**config.mk**
```make
export PLATFORM = sky130hd
export DESIGN_NAME = axis_width_downsizer
export DESIGN_NICKNAME = d
export VERILOG_FILES = /design/src/rtl/axis_pkg.sv /design/src/rtl/axis_width_downsizer.sv
export SDC_FILE = /design/constraint.sdc
export NUM_CORES = 1
export LEC_CHECK = 0
export ABC_AREA = 0
export CAP_MARGIN = 20
export CORE_UTILIZATION = 50
export CTS_BUF_LIST = sky130_fd_sc_hd__clkbuf_4 sky130_fd_sc_hd__clkbuf_8
export CTS_CLUSTER_DIAMETER = 30
export CTS_CLUSTER_SIZE = 8
export DETAILED_ROUTE_END_ITERATION = 12
export MAX_ROUTING_LAYER = met4
export PLACE_DENSITY_LB_ADDON = 0.3
export SLEW_MARGIN = 20
export SYNTH_ARGS = -nofsm -noshare
export SYNTH_HDL_FRONTEND = slang
export SYNTH_SLANG_ARGS = --single-unit
```
**constraint.sdc**
```tcl
create_clock -name clk -period 1.93 [get_ports clk]
set_input_delay 0.4825 -clock clk [delete_from_list [all_inputs] [get_ports clk]]
set_output_delay 0.4825 -clock clk [all_outputs]
set_load 0.02 [all_outputs]
```
**src/rtl/axis_pkg.sv**
```systemverilog
// Shared types and sizing helpers for the AXI-Stream width downsizer.
package axis_pkg;

  typedef enum logic {
    IDLE = 1'b0,
    SEND = 1'b1
  } state_t;

  function automatic int unsigned width_ratio(input int unsigned data_width,
                                              input int unsigned out_width);
    return data_width / out_width;
  endfunction

  // Counter width for a modulo-n counter; never narrower than one bit.
  function automatic int unsigned cnt_width(input int unsigned n);
    return (n > 1) ? $clog2(n) : 1;
  endfunction

endpackage

```
**src/rtl/axis_width_downsizer.sv**
```systemverilog
// Splits each DATA_WIDTH input word into little-endian OUT_WIDTH beats,
// framing every PKT_WORDS input words as one output packet.
module axis_width_downsizer
  import axis_pkg::*;
#(
  parameter int unsigned DATA_WIDTH = 32,
  parameter int unsigned OUT_WIDTH  = 8,
  parameter int unsigned PKT_WORDS  = 16
) (
  input  logic                  clk,
  input  logic                  rst,
  input  logic                  s_tvalid,
  input  logic [DATA_WIDTH-1:0] s_tdata,
  output logic                  s_tready,
  output logic                  m_tvalid,
  output logic [OUT_WIDTH-1:0]  m_tdata,
  output logic                  m_tlast,
  input  logic                  m_tready
);

  localparam int unsigned RATIO  = width_ratio(DATA_WIDTH, OUT_WIDTH);
  localparam int unsigned BEAT_W = cnt_width(RATIO);
  localparam int unsigned WORD_W = cnt_width(PKT_WORDS);
  localparam logic [BEAT_W-1:0] BEAT_LAST = BEAT_W'(RATIO - 1);
  localparam logic [WORD_W-1:0] WORD_LAST = WORD_W'(PKT_WORDS - 1);

  state_t                state, state_next;
  logic [BEAT_W-1:0]     beat;
  logic [WORD_W-1:0]     word;
  logic [DATA_WIDTH-1:0] hold;
  logic                  last_beat, in_xfer, out_xfer;

  assign last_beat = (beat == BEAT_LAST);

  always_comb begin
    m_tvalid   = (state == SEND);
    // A new word may enter only as the final beat of the held word leaves.
    s_tready   = !rst && ((state == IDLE) || (last_beat && m_tready));
    in_xfer    = s_tvalid && s_tready;
    out_xfer   = m_tvalid && m_tready;
    m_tlast    = m_tvalid && last_beat && (word == WORD_LAST);
    m_tdata    = hold[OUT_WIDTH-1:0];
    state_next = state;
    case (state)
      IDLE:    if (in_xfer) state_next = SEND;
      SEND:    if (out_xfer && last_beat && !in_xfer) state_next = IDLE;
      default: state_next = IDLE;
    endcase
  end

  always_ff @(posedge clk or posedge rst) begin
    if (rst) begin
      state <= IDLE;
      beat  <= '0;
      word  <= '0;
      hold  <= '0;
    end else begin
      state <= state_next;
      // Shifting the held word keeps the current beat in the low slice.
      if (in_xfer) begin
        hold <= s_tdata;
      end else if (out_xfer) begin
        hold <= hold >> OUT_WIDTH;
      end
      if (out_xfer) begin
        beat <= last_beat ? '0 : beat + BEAT_W'(1);
        if (last_beat) begin
          word <= (word == WORD_LAST) ? '0 : word + WORD_W'(1);
        end
      end
    end
  end

endmodule

```
==> results of run 1 <==
cell usage in the layout, fill, tap and decap left out, drive strengths merged:
master,n
mux2,50
clkdlybuf4s50,44
dfrtp,39
buf,17
nand2,11
inv,9
mux2i,8
clkbuf,8
nand3,2
a21o,2
nand4,2
nor2,2
nor3b,2
ha,2
a21boi,1
xnor2,1
nor3,1
or2,1
a21oi,1
o21ai,1
o31ai,1
clkdlybuf4s15,1
synth_stat cells:
cell type / count / area [sq um]
inv_1: 9 / 33.8
nand2_1: 10 / 37.5
mux2_2: 50 / 563
nor3_1: 1 / 5.00
clkbuf_1: 1 / 3.75
a21boi_2: 1 / 11.3
mux2i_1: 8 / 80.1
or2_2: 1 / 6.26
nor3b_1: 1 / 7.51
nand4_1: 2 / 12.5
nand2_2: 1 / 6.26
ha_1: 2 / 25.0
nand3_1: 2 / 10.0
a21oi_1: 1 / 5.00
o31ai_1: 1 / 7.51
xnor2_1: 1 / 8.76
nor2_1: 2 / 7.51
dfrtp_1: 39 / 976
clkbuf_8: 2 / 27.5
buf_6: 3 / 33.8
a21o_1: 2 / 15.0
nor3b_4: 1 / 18.8
buf_4: 8 / 60.1
o21ai_0: 1 / 5.00
power by group:
group	total [uW]	internal [uW]	leakage, uW	switching [uW]
Combinational	1530	943	0.000642	589
Sequential	1340	1160	0.000497	184
Clock	610	340	0.0000549	270
Total	3480	2440	0.00119	1040
flip-flops by register name (all words and copies together), names as in the netlist:
| signal | cells |
|---|---|
| m_tvalid | 1 |
| hold | 32 |
| beat | 2 |
| word | 4 |
area by class of cell:
| cell class | instances | area (sq um) |
|---|---|---|
| Inverter | 9 | 33.8 |
| Sequential cell | 39 | 976 |
| Clock buffer | 8 | 104 |
| Tap cell | 48 | 60.1 |
| Fill cell | 272 | 1090 |
| Multi-Input combinational cell | 88 | 835 |
| Timing Repair Buffer | 62 | 614 |
how the worst max path moves through the flow:
| stage | from | end | slack (ns) | cells after the start |
|---|---|---|---|---|
| 2_1_floorplan | m_tvalid$_DFF_PP0_ | hold[15]$_DFFE_PP0P_ | 0.25 | 4 |
| 3_3_place_gp | m_tready | s_tready | -0.30 | 4 |
| 3_5_place_dp | m_tready | s_tready | -0.33 | 4 |
| 4_1_cts | word[1]$_DFFE_PP0P_ | m_tlast | 0.02 | 4 |
| 5_1_grt | word[0]$_DFFE_PP0P_ | m_tlast | 0.01 | 4 |
| 6_report | m_tready | hold[3]$_DFFE_PP0P_ | 0.1 | 6 |
logic make-up (layout without fill, tap and decap cells):
| family | count (synthesis) | in the layout | share of synthesized area, % |
|---|---|---|---|
| simple gates | 21 | 21 | 5.66 |
| xor+xnor | 1 | 1 | 0.445 |
| fa+ha+maj | 2 | 2 | 1.27 |
| mux | 58 | 58 | 32.7 |
| flops | 39 | 39 | 49.6 |
| compound gates | 6 | 6 | 2.23 |
| buf+inv | 23 | 79 | 8.08 |
timing repair:
| item | CTS | global route |
|---|---|---|
| hold endpoints to repair | 0 | 0 |
| endpoints found under the setup margin | 2 | 2 |
| setup buffers | 1 | 1 |
| resized for setup | 6 | 2 |
| cloned | 0 | 0 |
| pin swaps | 1 | 0 |
per-layer routing:
metal	GRT usage, %	up-vias	part of all wire [%]
met5	-	-	0
met4	10.0	0	2.3
met3	5.28	9	4.5
met2	32.2	34	49
met1	25.0	602	44
li1	-	618	-
worst max-delay path, stage by stage:
cell and delay (ns):
clkdlybuf4s50_1 0.50, a21boi_2 0.07, buf_4 0.14, nor3b_4 0.21, buf_12 0.22, mux2_2 0.36
metrics by stage:
stage	total power, uW	hold WS, ns	utilization (%)	TNS [ns]	cells
2_1_floorplan	2440	0.445	-	0	150
5_1_grt	3710	0.528	70.6	0	254
3_3_place_gp	2780	0.471	67.4	-3.47	244
3_5_place_dp	2880	0.483	67.4	-4.40	244
6_report	3480	0.514	70.6	0	254
4_1_cts	3520	0.495	70.5	0	253
==> flow_metrics.env, run 1 <==
export IMPL_skew_ns=0.00226
export IMPL_hold_class="flip-flop to flip-flop"
export IMPL_final_design_area_no_fill_sq_um=2620
export IMPL_hold_viol=0
export IMPL_timing_rr_end="hold[3]$_DFFE_PP0P_"
export IMPL_postCtsHoldBufs=0
export IMPL_grt_max_degree=40
export IMPL_ant_nets=0
export IMPL_max_cap_violations=0
export IMPL_num_antenna_cells=0
export IMPL_ff2ff_setup_slack_ns=0.23
export IMPL_fin_crit_sh_pct=94.8
export IMPL_end_kind="flip-flop"
export IMPL_vdd_drop_max_uv=719
export IMPL_die_w_microns=64.7
export IMPL_slew_headroom_pct=85.3
export IMPL_regToRegStartpoint="beat[0]$_DFFE_PP0N_"
export IMPL_crit_fanout=30
export IMPL_setup_violations=0
export IMPL_worstHoldStart="word[3]$_DFFE_PP0P_"
export IMPL_cts_buffers=5
export IMPL_leakagePower_uw=0.00119
export IMPL_whs_path_depth=1
export IMPL_grt_pass1_wl_mm=6.22
export IMPL_worstSkewPairLatency_ns=0.29
export IMPL_synthCells=150
export IMPL_finalMaxSlewViolations=0
export IMPL_path_class="input port to flip-flop"
export IMPL_avgViaCountPerCell=4.97
export IMPL_finalCriticalPeriod_ns=1.83
export IMPL_synth_area_per_cell_sq_um=13.1
export IMPL_ys_ff_latch=39
export IMPL_wl_per_cell_microns=13.7
export IMPL_synth_area_sq_um=1970
export IMPL_port_buffers=46
export IMPL_place_hpwl_mm=2.58
export IMPL_layout_drive_gt1_share_pct=39.3
export IMPL_start_util_pct=52.9
export IMPL_drt_pass1_iter_count=4
export IMPL_rows=22
export IMPL_die_h_microns=64.7
export IMPL_arrival_ns=2.01
export IMPL_grt_util_all_layers_pct=20.7
export IMPL_vias=1263
export IMPL_worst_pin_slew_ns=0.220
export IMPL_ys_warn_count=0
export IMPL_drc_errors=0
export IMPL_ios=47
export IMPL_holdPathEnd="word[3]$_DFFE_PP0P_"
export IMPL_post_route_worst_setup_slack_ns=0.0995
export IMPL_die_area_sq_um=4190
export IMPL_clock_path_buffers=2
export IMPL_start_kind="input port"
export IMPL_pre_cts_ws_ns=-0.332
export IMPL_clk_pin_slew_worst_paths_ns=0.07
export IMPL_powerDensity_nw_per_um2=1330
export IMPL_synth_cell_types=24
export IMPL_clock_root_buffer="clkbuf_8"
export IMPL_placed_area_sq_um=2500
export IMPL_cp_required_ns=2.11
export IMPL_outcome="complete, no violations"
export IMPL_drt_iter0_drc=49
export IMPL_grt_pass1_vias=1367
export IMPL_max_freq_ghz=0.546
export IMPL_ys_seq_area_share_pct=49.6
export IMPL_ff2ff_path_depth=6
export IMPL_routed_wl_mm=3.49
export IMPL_place_congestion=0.746
export IMPL_fin_nets=243
export IMPL_coreArea_sq_um=3720
export IMPL_cts_tree="yes"
export IMPL_grt_overflow=0
export IMPL_rsz0062_at_grt="false"
export IMPL_synth_fp_nets=188
export IMPL_areaGrowthSynthToFinish_pct=33.3
export IMPL_numClockSinks=39
export IMPL_htree_levels=2
export IMPL_antenna_found_initial=0
Note: power is estimated with default switching activity, not from simulation.
==> run 2: changes to the inputs <==
CAP_MARGIN = 15   (was 20)
SKIP_CTS_REPAIR_TIMING = 1   (was not set)
==> run 2 against run 1 <==
Effect of this change: hold slack lost 0.0071 ns; critical path type is now input port to output port; via count grew 0.87%; routed wire length shrank 0.80%; power shrank 0.48%; design area shrank 0.33%; count of clock-buffer cells in the layout is the same; non-clock buffer count shrank 1; combinational power is essentially flat; critical path depth shrank 2; register-to-register slack is essentially flat; highest routed layer unchanged.
==> flow_metrics.env, run 2 (synthesis results as in run 1) <==
export IMPL_max_freq_ghz=0.537
export IMPL_areaGrowthSynthToFinish_pct=32.9
export IMPL_placed_cells=244
export IMPL_final_cell_mix="mux2_2, clkdlybuf4s50_1, dfrtp_1"
export IMPL_reg_top3="hold (32), word (4), beat (2)"
export IMPL_numClockSinks=39
export IMPL_end_kind="output port"
export IMPL_setup_violations=0
export IMPL_rsz0062_at_grt="false"
export IMPL_rows=22
export IMPL_seqPwrFrac_pct=38.8
export IMPL_clkPwrFrac_pct=17.6
export IMPL_max_cap_violations=0
export IMPL_fin_setup_tns_ns=0
export IMPL_grt_overflow=0
export IMPL_internal_power_uw=2430
export IMPL_clock_path_buffers=2
export IMPL_drc_errors=0
export IMPL_die_w_microns=64.7
export IMPL_cp_required_ns=1.45
export IMPL_cp_slowest_cell="clkdlybuf4s50_1"
export IMPL_place_congestion=0.746
export IMPL_start_kind="input port"
export IMPL_place_hpwl_mm=2.58
export IMPL_wl_per_cell_microns=13.7
export IMPL_cts_tree="yes"
export IMPL_instances_no_fill=253
export IMPL_powerDensity_nw_per_um2=1330
export IMPL_htree_levels=2
export IMPL_slowest_delay_ns=0.50
export IMPL_largest_reg_flops=32
export IMPL_hold_viol=0
export IMPL_regMostFlops="hold"
export IMPL_slew_headroom_pct=85.0
export IMPL_grt_util_all_layers_pct=20.6
export IMPL_clock_root_buffer="clkbuf_8"
export IMPL_hold_class="flip-flop to flip-flop"
export IMPL_worst_path_buf_inv=2
export IMPL_cts_buffers=5
export IMPL_fin_nets=242
export IMPL_arrival_ns=1.38
export IMPL_skew_ns=0.00180
export IMPL_port_buffers=46
export IMPL_avgViaCountPerCell=5.04
export IMPL_die_h_microns=64.7
export IMPL_die_area_sq_um=4190
export IMPL_finalCriticalPeriod_ns=1.86
export IMPL_ant_nets=0
export IMPL_worstSkewPairLatency_ns=0.29
export IMPL_crit_chain="clkdlybuf4s50_1 > a21boi_2 > nor2_1 > dlymetal6s2s_1"
export IMPL_outcome="complete, no violations"
export IMPL_grt_pass1_vias=1369
export IMPL_start_util_pct=52.9
export IMPL_finalMaxSlewViolations=0
export IMPL_crit_fanout=3
export IMPL_ios=47
export IMPL_layout_drive_gt1_share_pct=38.0
export IMPL_leakagePower_uw=0.00120
export IMPL_coreArea_sq_um=3720
export IMPL_vdd_drop_max_uv=717
export IMPL_routed_wl_mm=3.46
export IMPL_fin_crit_sh_pct=96.5
export IMPL_fin_util_pct=70.3
export IMPL_switching_power_uw=1040
export IMPL_path_class="input port to output port"
export IMPL_drt_iter0_drc=49
export IMPL_worst_pin_slew_ns=0.225
export IMPL_vias=1274
export IMPL_final_common_cell="mux2_2"
export IMPL_grt_pass1_wl_mm=6.19
export IMPL_cp_top_family="buffers and inverters"
export IMPL_p_comb_share_pct=43.7
export IMPL_drt_pass1_iter_count=4
export IMPL_power_uw=3470
export IMPL_fillCellCount=276
export IMPL_num_antenna_cells=0
export IMPL_p_sw_share_pct=29.9
export IMPL_antenna_found_initial=0
export IMPL_clk_pin_slew_worst_paths_ns=0.07
export IMPL_grt_max_degree=40
==> run 2: cell types whose count changed in the layout (fill, tap and decap cells not counted) <==
cell | previous run | this run
buf_2 | 1 | 0
buf_4 | 13 | 12
clkbuf_2 | 0 | 1
clkdlybuf4s15_2 | 1 | 0
dlymetal6s2s_1 | 0 | 1
ha_1 | 1 | 2
ha_2 | 1 | 0
==> run 2: power by group through the flow <==
stage	sequential, uW	clock, uW	combinational [uW]
floorplan	1320	0	1120
CTS	1350	631	1520
detailed placement	1360	0	1510
global placement	1330	0	1450
global route	1390	657	1650
finish	1340	609	1510
==> run 2: routing by layer <==
metal	part of all wire [%]	global-route usage [%]	up-vias
li1	-	-	617
met1	43	24.9	610
met2	49	32.0	38
met3	5.6	5.28	9
met4	2.3	10.0	0
met5	0	-	-
==> run 2: cell type report <==
type	count	area, sq um	area share, %
inverter	9	33.8	1.29
clock buffer	8	104	3.97
sequential	39	976	37.3
multi-input combinational	88	832	31.8
tap	48	60.1	2.30
timing repair buffer	61	608	23.3
==> run 2: worst paths after layout <==
check	to	start	depth (start not counted)	slack, ns
max in group asynchronous	hold[0]$_DFFE_PP0P_	rst	4	1.01
max	s_tready	m_tready	4	0.07
min	word[3]$_DFFE_PP0P_	word[3]$_DFFE_PP0P_	1	0.51
min in group asynchronous	hold[28]$_DFFE_PP0P_	rst	4	0.73
min reg2reg	word[3]$_DFFE_PP0P_	word[3]$_DFFE_PP0P_	1	0.51
max reg2reg	hold[3]$_DFFE_PP0P_	beat[0]$_DFFE_PP0N_	6	0.22
==> run 2: through the flow <==
stage | setup slack, ns | hold slack [ns] | area [sq um]
4_1_cts | -0.336 | 0.495 | 2610
3_5_place_dp | -0.332 | 0.483 | 2500
2_1_floorplan | 0.254 | 0.445 | 1970
6_report | 0.0684 | 0.507 | 2610
5_1_grt | 0.00811 | 0.528 | 2610
3_3_place_gp | -0.301 | 0.471 | 2500
==> run 3: changes to the inputs <==
RECOVER_POWER = 100   (was not set)
==> run 3 against run 2 <==
Effect of this change: via count about the same; critical endpoint unchanged; worst setup slack worse by 0.014 ns; final cell count unchanged; critical path depth down 1.
==> flow_metrics.env, run 3 (synthesis results as in run 1) <==
export IMPL_finalMaxSlewViolations=0
export IMPL_die_w_microns=64.7
export IMPL_place_congestion=0.746
export IMPL_coreArea_sq_um=3720
export IMPL_drt_pass1_iter_count=4
export IMPL_die_area_sq_um=4190
export IMPL_drt_iter0_drc=42
export IMPL_layout_drive_gt1_share_pct=36.1
export IMPL_cp_required_ns=1.45
export IMPL_routed_wl_mm=3.45
export IMPL_cp_slowest_cell="dlygate4sd3_1"
export IMPL_setup_violations=0
export IMPL_outcome="complete, no violations"
export IMPL_leakagePower_uw=0.00118
export IMPL_arrival_ns=1.39
export IMPL_instances_no_fill=253
export IMPL_grt_util_all_layers_pct=20.6
export IMPL_start_kind="input port"
export IMPL_num_antenna_cells=0
export IMPL_worst_path_buf_inv=2
export IMPL_grt_pass1_wl_mm=6.19
export IMPL_cts_buffers=5
export IMPL_largest_reg_flops=32
export IMPL_power_uw=3400
export IMPL_skew_ns=0.00173
export IMPL_slowest_delay_ns=0.57
export IMPL_vias=1275
export IMPL_ios=47
export IMPL_path_class="input port to output port"
export IMPL_grt_max_degree=40
export IMPL_final_cell_mix="mux2_2, dfrtp_1, clkdlybuf4s50_1"
export IMPL_grt_pass1_vias=1369
export IMPL_start_util_pct=52.9
export IMPL_max_cap_violations=0
export IMPL_cts_tree="yes"
export IMPL_regMostFlops="hold"
export IMPL_wl_met1_mm=1.51
export IMPL_final_common_cell="mux2_2"
export IMPL_final_design_area_no_fill_sq_um=2570
export IMPL_worstSkewPairLatency_ns=0.29
export IMPL_vdd_drop_max_uv=714
export IMPL_avgViaCountPerCell=5.04
export IMPL_grt_overflow=0
export IMPL_finalCriticalPeriod_ns=1.88
export IMPL_htree_levels=2
export IMPL_end_kind="output port"
export IMPL_wl_met3_microns=161
export IMPL_powerDensity_nw_per_um2=1320
export IMPL_placed_cells=244
export IMPL_reg_top3="hold (32), word (4), beat (2)"
export IMPL_die_h_microns=64.7
export IMPL_fillCellCount=287
export IMPL_fin_nets=242
export IMPL_ant_nets=0
export IMPL_hold_class="flip-flop to flip-flop"
export IMPL_areaGrowthSynthToFinish_pct=30.8
export IMPL_rsz0062_at_grt="false"
export IMPL_crit_chain="dlygate4sd3_1 > nor2_1 > clkbuf_1"
export IMPL_wl_met2_mm=1.70
export IMPL_clock_root_buffer="clkbuf_8"
export IMPL_crit_fanout=2
export IMPL_fin_crit_sh_pct=97.2
export IMPL_numClockSinks=39
export IMPL_wl_per_cell_microns=13.6
export IMPL_max_freq_ghz=0.533
export IMPL_place_hpwl_mm=2.58
export IMPL_slew_headroom_pct=38.5
export IMPL_highest_layer="met4"
export IMPL_fin_setup_tns_ns=0
export IMPL_placed_area_sq_um=2500
export IMPL_drc_errors=0
export IMPL_port_buffers=46
export IMPL_clk_pin_slew_worst_paths_ns=0.07
export IMPL_fin_util_pct=69.2
export IMPL_rows=22
export IMPL_worst_pin_slew_ns=0.923
export IMPL_hold_viol=0
export IMPL_cp_top_family="buffers and inverters"
export IMPL_clock_path_buffers=2
export IMPL_antenna_found_initial=0
==> run 3: changes by cell type in the layout (fill, tap and decap cells not counted) <==
cell | previous run | this run
clkdlybuf4s50_1 | 44 | 34
clkbuf_1 | 0 | 5
buf_12 | 3 | 2
dlymetal6s2s_1 | 1 | 0
buf_4 | 12 | 7
dlygate4sd3_1 | 0 | 10
clkbuf_2 | 1 | 3
==> run 3: layout make-up <==
type,instances,area (sq um),share of cell area [%]
flip-flops and latches,39,976,37.9
clock buffers,8,104,4.04
multi-input cells,88,832,32.3
repair buffers,61,567,22.0
well taps,48,60.1,2.33
inverters,9,33.8,1.31
==> run 3: path summary, 6_finish.rpt <==
path,start,end,slack [ns],depth (start not counted)
max,rst,s_tready,0.05,3
min,word[3]$_DFFE_PP0P_,word[3]$_DFFE_PP0P_,0.51,1
max reg2reg,beat[0]$_DFFE_PP0N_,hold[14]$_DFFE_PP0P_,0.24,6
min reg2reg,word[3]$_DFFE_PP0P_,word[3]$_DFFE_PP0P_,0.51,1
max in group asynchronous,rst,hold[23]$_DFFE_PP0P_,0.26,4
min in group asynchronous,rst,hold[22]$_DFFE_PP0P_,1.10,4
==> run 3: worst register-to-register path: stages (launching register included) <==
cell and delay (ns):
dfrtp_1 0.36, ha_1 0.21, a21boi_2 0.08, clkbuf_1 0.12, nor3b_4 0.22, buf_12 0.23
mux2_2 0.36
==> run 3: metrics by stage <==
stage / hold WS (ns) / setup slack [ns]
2_1_floorplan: 0.445 / 0.254
3_3_place_gp: 0.471 / -0.301
3_5_place_dp: 0.483 / -0.332
4_1_cts: 0.495 / -0.336
5_1_grt: 0.528 / 0.00639
6_report: 0.508 / 0.0544
==> run 3: metal layers <==
metal,GRT usage [%],vias up
met2,32.0,34
met4,10.0,0
met3,5.28,9
li1,-,620
met1,24.9,612
met5,-,-
==> run 3: report_power, final <==
group          internal [uW]  switching (uW)
combinational            873             578
clock                    340             270
sequential              1160             184
total                   2370            1030
